[src/rtl/fc_pkg.sv]
// fc_pkg: class/state encodings and the modular credit check
// shared by the transmit credit gate and its descriptor FIFO.
package fc_pkg;

    typedef enum logic [1:0] {
        FC_P   = 2'b00,
        FC_NP  = 2'b01,
        FC_CPL = 2'b10
    } fc_class_e;

    typedef enum logic [1:0] {
        ST_UNINIT   = 2'd0,
        ST_ACTIVE   = 2'd1,
        ST_INFINITE = 2'd2
    } fc_state_e;

    localparam int FC_NCLS = 3;

    // Half-range compare: (lim - (cons + req)) mod 2^w <= 2^(w-1).
    function automatic logic fc_cr_ok(
        input logic [31:0] i_lim,
        input logic [31:0] i_cons,
        input logic [31:0] i_req,
        input int          i_w
    );
        logic [31:0] w_mask;
        logic [31:0] w_diff;
        w_mask = (32'd1 << i_w) - 32'd1;
        w_diff = (i_lim - i_cons - i_req) & w_mask;
        return w_diff <= (32'd1 << (i_w - 1));
    endfunction

endpackage

[src/rtl/fc_desc_fifo.sv]
// fc_desc_fifo: in-order descriptor FIFO {type, data_cr, tag}
// with occupancy count; head data reads as zero when empty.
module fc_desc_fifo
    import fc_pkg::*;
#(
    parameter int DEPTH = 16,
    parameter int W     = 22
) (
    input  logic                     clk,
    input  logic                     rst,
    input  logic                     i_wr,
    input  logic [W-1:0]             i_wdata,
    input  logic                     i_rd,
    output logic [W-1:0]             o_rdata,
    output logic [$clog2(DEPTH):0]   o_count,
    output logic                     o_full,
    output logic                     o_empty
);

    localparam int AW = $clog2(DEPTH);
    localparam logic [AW-1:0] P_ONE = AW'(1);
    localparam logic [AW:0]   C_ONE = (AW+1)'(1);
    localparam logic [AW:0]   C_MAX = (AW+1)'(DEPTH);

    logic [W-1:0]  r_mem [DEPTH];
    logic [AW-1:0] r_wptr;
    logic [AW-1:0] r_rptr;
    logic [AW:0]   r_cnt;
    logic          w_wr;
    logic          w_rd;

    assign o_full  = (r_cnt == C_MAX);
    assign o_empty = (r_cnt == '0);
    assign o_count = r_cnt;
    assign w_wr    = i_wr && !o_full;
    assign w_rd    = i_rd && !o_empty;
    assign o_rdata = o_empty ? '0 : r_mem[r_rptr];

    always_ff @(posedge clk or posedge rst) begin
        if (rst) begin
            r_wptr <= '0;
            r_rptr <= '0;
            r_cnt  <= '0;
        end else begin
            if (w_wr) r_wptr <= r_wptr + P_ONE;
            if (w_rd) r_rptr <= r_rptr + P_ONE;
            unique case ({w_wr, w_rd})
                2'b10:   r_cnt <= r_cnt + C_ONE;
                2'b01:   r_cnt <= r_cnt - C_ONE;
                default: r_cnt <= r_cnt;
            endcase
        end
    end

    always_ff @(posedge clk) begin
        if (w_wr) r_mem[r_wptr] <= i_wdata;
    end

endmodule

[src/rtl/fc_tx_credit_gate.sv]
// fc_tx_credit_gate: in-order TLP release gated by per-class credit.
// Optional FC_INFINITE_CREDIT_EN: InitFC field 0 means infinite credit.
module fc_tx_credit_gate
    import fc_pkg::*;
#(
    parameter int FIFO_DEPTH = 16,
    parameter int HDR_W      = 8,
    parameter int DATA_W     = 12,
    parameter int TAG_W      = 8
) (
    input  logic                       clk,
    input  logic                       rst,
    input  logic                       wr_en,
    input  logic [1:0]                 wr_type,
    input  logic [DATA_W-1:0]          wr_data_cr,
    input  logic [TAG_W-1:0]           wr_tag,
    output logic                       full,
    output logic                       empty,
    output logic [$clog2(FIFO_DEPTH):0] count,
    input  logic                       fc_valid,
    input  logic                       fc_init,
    input  logic [1:0]                 fc_type,
    input  logic [HDR_W-1:0]           fc_hdr,
    input  logic [DATA_W-1:0]          fc_data,
    output logic                       tx_valid,
    input  logic                       tx_ready,
    output logic [1:0]                 tx_type,
    output logic [DATA_W-1:0]          tx_data_cr,
    output logic [TAG_W-1:0]           tx_tag,
    output logic                       blocked,
    output logic [3*HDR_W-1:0]         cons_hdr,
    output logic [3*DATA_W-1:0]        cons_data
);

    localparam int EW = 2 + DATA_W + TAG_W;
    localparam logic [HDR_W-1:0] H_ONE = HDR_W'(1);

    logic          w_push;
    logic          w_xfer;
    logic [EW-1:0] w_head;
    logic [3:0]    w_cls_ok;

    assign w_push = wr_en && (wr_type != 2'b11);

    fc_desc_fifo #(
        .DEPTH (FIFO_DEPTH),
        .W     (EW)
    ) u_fifo (
        .clk     (clk),
        .rst     (rst),
        .i_wr    (w_push),
        .i_wdata ({wr_type, wr_data_cr, wr_tag}),
        .i_rd    (w_xfer),
        .o_rdata (w_head),
        .o_count (count),
        .o_full  (full),
        .o_empty (empty)
    );

    assign {tx_type, tx_data_cr, tx_tag} = w_head;

    // Only registered state feeds the gate; tx_ready only drives the pop.
    assign w_cls_ok[3] = 1'b0;
    assign tx_valid    = !empty && w_cls_ok[tx_type];
    assign blocked     = !empty && !tx_valid;
    assign w_xfer      = tx_valid && tx_ready;

    for (genvar c = 0; c < FC_NCLS; c++) begin : g_cls
        fc_state_e         r_st;
        fc_state_e         w_st_nxt;
        logic [HDR_W-1:0]  r_lim_hdr;
        logic [DATA_W-1:0] r_lim_data;
        logic [HDR_W-1:0]  r_cons_hdr;
        logic [DATA_W-1:0] r_cons_data;
        logic              w_init;
        logic              w_upd;
        logic              w_sel;
        logic              w_hdr_inf;
        logic              w_data_inf;
        logic              w_hdr_ok;
        logic              w_data_ok;

        assign w_init = fc_valid && fc_init && (fc_type == 2'(c));
        assign w_upd  = fc_valid && !fc_init && (fc_type == 2'(c));
        assign w_sel  = w_xfer && (tx_type == 2'(c));

        always_ff @(posedge clk or posedge rst) begin
            if (rst) r_st <= ST_UNINIT;
            else     r_st <= w_st_nxt;
        end

        always_comb begin
            w_st_nxt = r_st;
            unique case (r_st)
                ST_UNINIT: begin
                    if (w_init) w_st_nxt = ST_ACTIVE;
`ifdef FC_INFINITE_CREDIT_EN
                    if (w_init && fc_hdr == '0 && fc_data == '0)
                        w_st_nxt = ST_INFINITE;
`endif
                end
                default: w_st_nxt = r_st;
            endcase
        end

`ifdef FC_INFINITE_CREDIT_EN
        logic r_hdr_inf;
        logic r_data_inf;

        always_ff @(posedge clk or posedge rst) begin
            if (rst) begin
                r_hdr_inf  <= 1'b0;
                r_data_inf <= 1'b0;
            end else if (w_init && r_st == ST_UNINIT) begin
                r_hdr_inf  <= (fc_hdr == '0);
                r_data_inf <= (fc_data == '0);
            end
        end

        assign w_hdr_inf  = r_hdr_inf;
        assign w_data_inf = r_data_inf;
`else
        assign w_hdr_inf  = 1'b0;
        assign w_data_inf = 1'b0;
`endif

        always_ff @(posedge clk or posedge rst) begin
            if (rst) begin
                r_lim_hdr  <= '0;
                r_lim_data <= '0;
            end else if (w_init && r_st == ST_UNINIT) begin
                r_lim_hdr  <= fc_hdr;
                r_lim_data <= fc_data;
            end else if (w_upd && r_st != ST_UNINIT) begin
                if (!w_hdr_inf)  r_lim_hdr  <= fc_hdr;
                if (!w_data_inf) r_lim_data <= fc_data;
            end
        end

        always_ff @(posedge clk or posedge rst) begin
            if (rst) begin
                r_cons_hdr  <= '0;
                r_cons_data <= '0;
            end else if (w_sel) begin
                r_cons_hdr  <= r_cons_hdr + H_ONE;
                r_cons_data <= r_cons_data + tx_data_cr;
            end
        end

        assign w_hdr_ok = w_hdr_inf || (r_st == ST_INFINITE)
            || fc_cr_ok(32'(r_lim_hdr), 32'(r_cons_hdr), 32'd1, HDR_W);

        assign w_data_ok = w_data_inf || (r_st == ST_INFINITE)
            || (tx_data_cr == '0)
            || fc_cr_ok(32'(r_lim_data), 32'(r_cons_data),
                        32'(tx_data_cr), DATA_W);

        assign w_cls_ok[c] = (r_st != ST_UNINIT) && w_hdr_ok && w_data_ok;

        assign cons_hdr[c*HDR_W +: HDR_W]    = r_cons_hdr;
        assign cons_data[c*DATA_W +: DATA_W] = r_cons_data;
    end

endmodule

[config.mk]
export PLATFORM = sky130hd
export DESIGN_NAME = fc_tx_credit_gate
export DESIGN_NICKNAME = d
export VERILOG_FILES = /design/src/rtl/fc_pkg.sv /design/src/rtl/fc_desc_fifo.sv /design/src/rtl/fc_tx_credit_gate.sv
export SDC_FILE = /design/constraint.sdc
export NUM_CORES = 1
export LEC_CHECK = 0
export ABC_AREA = 1
export CORE_MARGIN = 8
export CORE_UTILIZATION = 38
export DETAILED_ROUTE_END_ITERATION = 10
export GPL_TIMING_DRIVEN = 0
export MAX_ROUTING_LAYER = met4
export PLACE_DENSITY = 0.6
export SLEW_MARGIN = 20
export SYNTH_ARGS = -nofsm -noshare
export SYNTH_HDL_FRONTEND = slang
export SYNTH_SLANG_ARGS = --single-unit
[constraint.sdc]
create_clock -name clk -period 7.31 [get_ports clk]
set_clock_uncertainty 0.15 [all_clocks]
set_input_delay 1.462 -clock clk [delete_from_list [all_inputs] [get_ports clk]]
set_output_delay 1.462 -clock clk [all_outputs]
set_load 0.01 [all_outputs]
# Word level (Yosys, flattened, before mapping)
# Memories as Yosys holds them, arrays and structs flattened.
# Index checks and enable logic that the tools add are counted.
# W data, S select, Z words.
# word_totals
ram_bits	352
ff_bits	136
inputBits	50
n_memories	1
out_inout_bits	91
# op_classes
add_sub_neg	22
n_lt_le_gt_ge	7
n_eq_ne	8
n_reduce_logical	50
mux	18
# memory_table
name	depth	word_bits	rd	rd_clocked_by_memory_dff	write_ports	line	rtl
u_fifo.r_mem	16	22	1	0	1	fc_desc_fifo.sv:25	logic [W-1:0] r_mem [DEPTH];
# op_table
operator	n
$mux W12	6
$sub A12 B12 Y12	6
$mux W8	6
$add A12 B12 Y12	3
$le A12 B12 Y1 const B	3
$logic_and A1 B1 Y1	29
$add A8 B1 Y8 const B	3
$le A8 B8 Y1 const B	3
$sub A8 B2 Y8 const B	3
$sub A8 B8 Y8	3
$mux W22	1
$logic_not A12 Y1	1
$logic_not A2 Y1	5
$pmux W5 S2	1
$add A4 B1 Y4 const B	2
$reduce_bool A2 Y1	4
$eq A2 B1 Y1 const B	3
$eq A2 B2 Y1 const B	3
$reduce_and A2 Y1	3
$add A5 B1 Y5 const B	1
$eq A5 B5 Y1 const B	1
$logic_not A5 Y1	1
$sub A5 B1 Y5 const B	1
$logic_not A1 Y1	4
other kinds (5)	9

# Logic depth before layout (Yosys ltp)
# depth
depth_word	13
mapped_depth	44

# Modules after synthesis
# A second synthesis with hierarchy kept.
# unflattened
cells_unflattened	2761
area_unflattened_um2	26337.8
# modules_own_cells
module	n_inst	area_each_um2	cells_each	seq_area_each_um2
fc_desc_fifo	1	15064.4	1279	10895.4
fc_tx_credit_gate	1	11273.3	1482	3078.0

# Worst setup path after synthesis
# OpenSTA, ideal clock, no wires.
# synth_timing
path_type	reg2out
startpoint	reg u_fifo.r_rptr[0]
endpoint	out tx_valid
path_slack_ps	1665
arrival_ps	4033
required_ps	5698
stages_incl_launch_ff	32
path_cell_list	dfrtp_1 buf_4 inv_4 buf_6 buf_2 nand2_1 nand3_1 nand3_1 nand2_1 nand2_1 nand2_1 nand2_1 fa_1 ha_1 inv_1 nand2_1 inv_1 fa_1 o21ai_0 a21oi_1 nand3_1 nor2_1 nand3_1 nor2_1 nand4_1 nand2_1 o21ai_1 nand2_1 nand3_2 nor2_4 buf_6 buf_4
# synth_between
elab_chain_cells	9
elab_cells_between_ends	18
classes_between	add/sub (3); order compare (3); mux (3); reduce/logical (8); memory (1)
# synth_lines
element	line	rtl
start: declaration	fc_desc_fifo.sv:27	logic [AW-1:0] r_rptr;
start signal: assignment	fc_desc_fifo.sv:46	if (w_rd) r_rptr <= r_rptr + P_ONE;
$mem_v2 Z16 W22 *	-	
$mux W22 *	fc_desc_fifo.sv:37	assign o_rdata = o_empty ? '0 : r_mem[r_rptr];
$sub A12 B12 Y12	fc_pkg.sv:29	w_diff = (i_lim - i_cons - i_req) & w_mask;
$le A12 B12 Y1	fc_pkg.sv:30	return w_diff <= (32'd1 << (i_w - 1));
$logic_or A1 B1 Y1	fc_tx_credit_gate.sv:155	|| fc_cr_ok(32'(r_lim_data), 32'(r_cons_data),
$logic_and A1 B1 Y1	fc_tx_credit_gate.sv:158	assign w_cls_ok[c] = (r_st != ST_UNINIT) && w_hdr_ok && w_data_ok;
$bmux W1 S2 *	fc_tx_credit_gate.sv:64	assign tx_valid = !empty && w_cls_ok[tx_type];
$mux W1 (not written as such) *	fc_tx_credit_gate.sv:64	
$logic_and A1 B1 Y1 *	fc_tx_credit_gate.sv:64	
end: declaration	fc_tx_credit_gate.sv:25	output logic tx_valid,
# Every way passes the cells marked *; elsewhere a longest branch is shown, timed or not. The select of a mux whose other input is x is not followed.

# Worst setup path after layout
# layout_timing
startpoint	reg u_fifo.r_rptr[1]
endpoint	out tx_valid
# Same word-level chain as after synthesis.

==> results.json <==
{
  "syn2layout_area_growth_pct": 21.6,
  "synth_nets": 2816,
  "outcome": "finished, final reports clean",
  "io_buffers": 140,
  "place_area_um2": 28700,
  "post-place-cells": 3621,
  "r2r_start": "u_fifo.r_rptr[1]$_DFFE_PP0P_",
  "routedWlPerCell_um": 21.0,
  "vias": 20100,
  "dieArea_um2": 76000,
  "synthXorXnorAreaFrac_pct": 2.80,
  "critPathArrivalTime_ns": 5.42,
  "synth_compound_area_share_pct": 6.17,
  "synth_cells": 2591,
  "final_cells": 3770,
  "period_minus_slack_ns": 7.03,
  "drtAntennaViolNets": 0,
  "cts_root_buf": "clkbuf_16",
  "vias_per_cell": 5.33,
  "synth_cell_types": 40,
  "synth_edf_count": 352,
  "hpwl_um": 55200,
  "crit_fanout": 12,
  "synth_commonest_cells": "nand2_1, edfxtp_1, inv_1",
  "firstDrtPassIters": 9,
  "synthSimpleGateAreaFrac_pct": 18.8,
  "yosysSeqAreaShare_pct": 54.5,
  "nets": 3080,
  "yosysWarnings": 0,
  "ios": 141,
  "slowest_stage": "fa_1",
  "drt-total-wl_um": 79000,
  "critPathTopFamily": "simple AND/OR/NAND/NOR gates",
  "required_ns": 5.70,
  "htreeDepth": 2,
  "synth_top_family_by_area": "simple AND/OR/NAND/NOR gates",
  "grt_max_degree": 92,
  "drc": 0,
  "fillCellCount": 6179,
  "die_h_um": 276,
  "end_kind": "primary output",
  "cts_buffers": 54,
  "final_area_um2": 31200,
  "holdCritStartpoint": "g_cls[2].r_lim_hdr[5]$_DFFE_PP0P_",
  "finalSetupViolCount": 0,
  "synth_adder_area_share_pct": 9.71,
  "slew_headroom_pct": 37.3,
  "grt_usage_pct": 21.1,
  "antenna_found_initial": 1,
  "coreArea_um2": 67000,
  "die_x_um": 276,
  "slowest_delay_ns": 0.53,
  "synth_top_area_cell": "edfxtp_1",
  "startpoint": "u_fifo.r_rptr[1]$_DFFE_PP0P_",
  "worst-setup-path-type": "reg2out",
  "synth.most_common_cell": "nand2_1",
  "layout-drive-gt1-share_pct": 10.8,
  "start_kind": "register",
  "drtIter0Drc": 1766,
  "ys_seq_elements": 488,
  "ctsLongestPathBuffers": 3,
  "insertion_delay_ns": 0.63,
  "grt_remaining_overflow": 0,
  "hold_violations": 0,
  "cts_tree": "built",
  "synthTopCellsByArea": "edfxtp_1, dfrtp_1, nand2_1",
  "grt_pass1_vias": 19900,
  "postSynthAreaPerCell_um2": 9.90,
  "synth_mux_area_share_pct": 1.54,
  "drv_slew": 0,
  "ys.flop_type": "edfxtp_1",
  "cp_common_cell": "nand2_1",
  "worst_hold_path_type": "reg2reg",
  "worst_pin_slew_ns": 0.933,
  "worst-path-buf-inv": 10,
  "async_reset_ff_share_pct": 27.9,
  "clock-sinks": 488,
  "synth_area_um2": 25600,
  "max_cap_violations": 0,
  "fin_crit_sh_pct": 96.1,
  "gp_congestion": 0.897,
  "synth_top_area_share_pct": 41.2,
  "grt_pass1_wl_um": 119000,
  "clk_pin_slew_ns": 0.06,
  "rsz0062_at_grt": "false",
  "start_util_pct": 38.2,
  "fmaxAchievable_ghz": 0.142,
  "row_count": 95
}
-- per-layer routing --
layer / wire, um / vias to the layer above / part of all wire, % / GRT usage (%)
li1: - / 9266 / - / -
met1: 31700 / 9790 / 40 / 26.1
met2: 38500 / 846 / 49 / 35.4
met3: 6000 / 176 / 7.6 / 2.97
met4: 2780 / 0 / 3.5 / 7.13
met5: 0 / - / 0 / -
-- through the flow --
stage               worst slack, ns  TNS [ns]  util (%)  hold WS [ns]
finish                        0.282         0      46.5         0.362
CTS                          0.0912         0      46.0         0.366
global route               0.000383         0      46.5         0.368
floorplan                      1.67         0         -         0.311
detailed placement           -0.548    -0.625      42.8         0.353
global placement             -0.471    -21.83      42.0         0.337
-- state kept, by name, indices dropped and copies added, names as in the netlist --
name / count
g_cls.r_lim_data: 36
g_cls.r_cons_data: 36
g_cls.r_lim_hdr: 24
u_fifo.r_wptr: 4
g_cls.r_cons_hdr: 24
u_fifo.o_count: 5
g_cls.r_st: 3
u_fifo.r_rptr: 4
u_fifo.r_mem: 352
-- logic make-up (layout without fill, tap and decap cells) --
family	count (synthesis)	in the layout
xor+xnor	82	82
buf+inv	400	705
flops	488	488
simple gates	1133	1133
mux	35	35
fa+ha+maj	175	175
other cells	0	1
compound gates	278	278
-- worst paths after layout --
check,end,slack [ns],depth (start not counted)
hold / removal,g_cls[2].r_lim_hdr[5]$_DFFE_PP0P_,0.36,1
setup / recovery,tx_valid,0.28,31
max in group asynchronous,g_cls[0].r_cons_data[3]$_DFFE_PP0P_,5.10,3
hold reg to reg,g_cls[2].r_lim_hdr[5]$_DFFE_PP0P_,0.36,1
setup reg to reg,u_fifo.o_count[4]$_DFFE_PP0P_,0.69,42
min in group asynchronous,u_fifo.o_count[4]$_DFFE_PP0P_,1.09,2
-- cells in the final DEF (no fill, tap or decap), drive strengths merged, types with 40 or more instances in the layout --
master and n:
edfxtp 352, nor2 148, fa 40, a21oi 76
clkbuf 131, buf 114, nand2 641, o21ai 137
ha 135, nand4 85, inv 283, clkdlybuf4s50 138
nand3 238, dfrtp 136, xor2 55
-- final cells by class --
| class | instances | area, um2 | area share (%) |
|---|---|---|---|
| Tap cell | 873 | 1090 | 3.50 |
| Antenna cell | 1 | 2.50 | 0.00803 |
| Sequential cell | 488 | 14000 | 44.8 |
| Clock inverter | 28 | 310 | 0.995 |
| Inverter | 293 | 1150 | 3.68 |
| Timing Repair Buffer | 209 | 2230 | 7.15 |
| Multi-Input combinational cell | 1703 | 10300 | 33.1 |
| Buffer | 106 | 667 | 2.14 |
| Clock buffer | 69 | 1440 | 4.61 |
-- timing repair --
item	4_1_cts	5_1_grt
hold buffers	0	0
buffers inserted	34	18
endpoints found under the setup margin	2	2
gates resized for setup	62	52
pin swaps	5	13
Power is not shown: default switching activity piles up to over one toggle a cycle in this logic, so the estimate is an artifact.
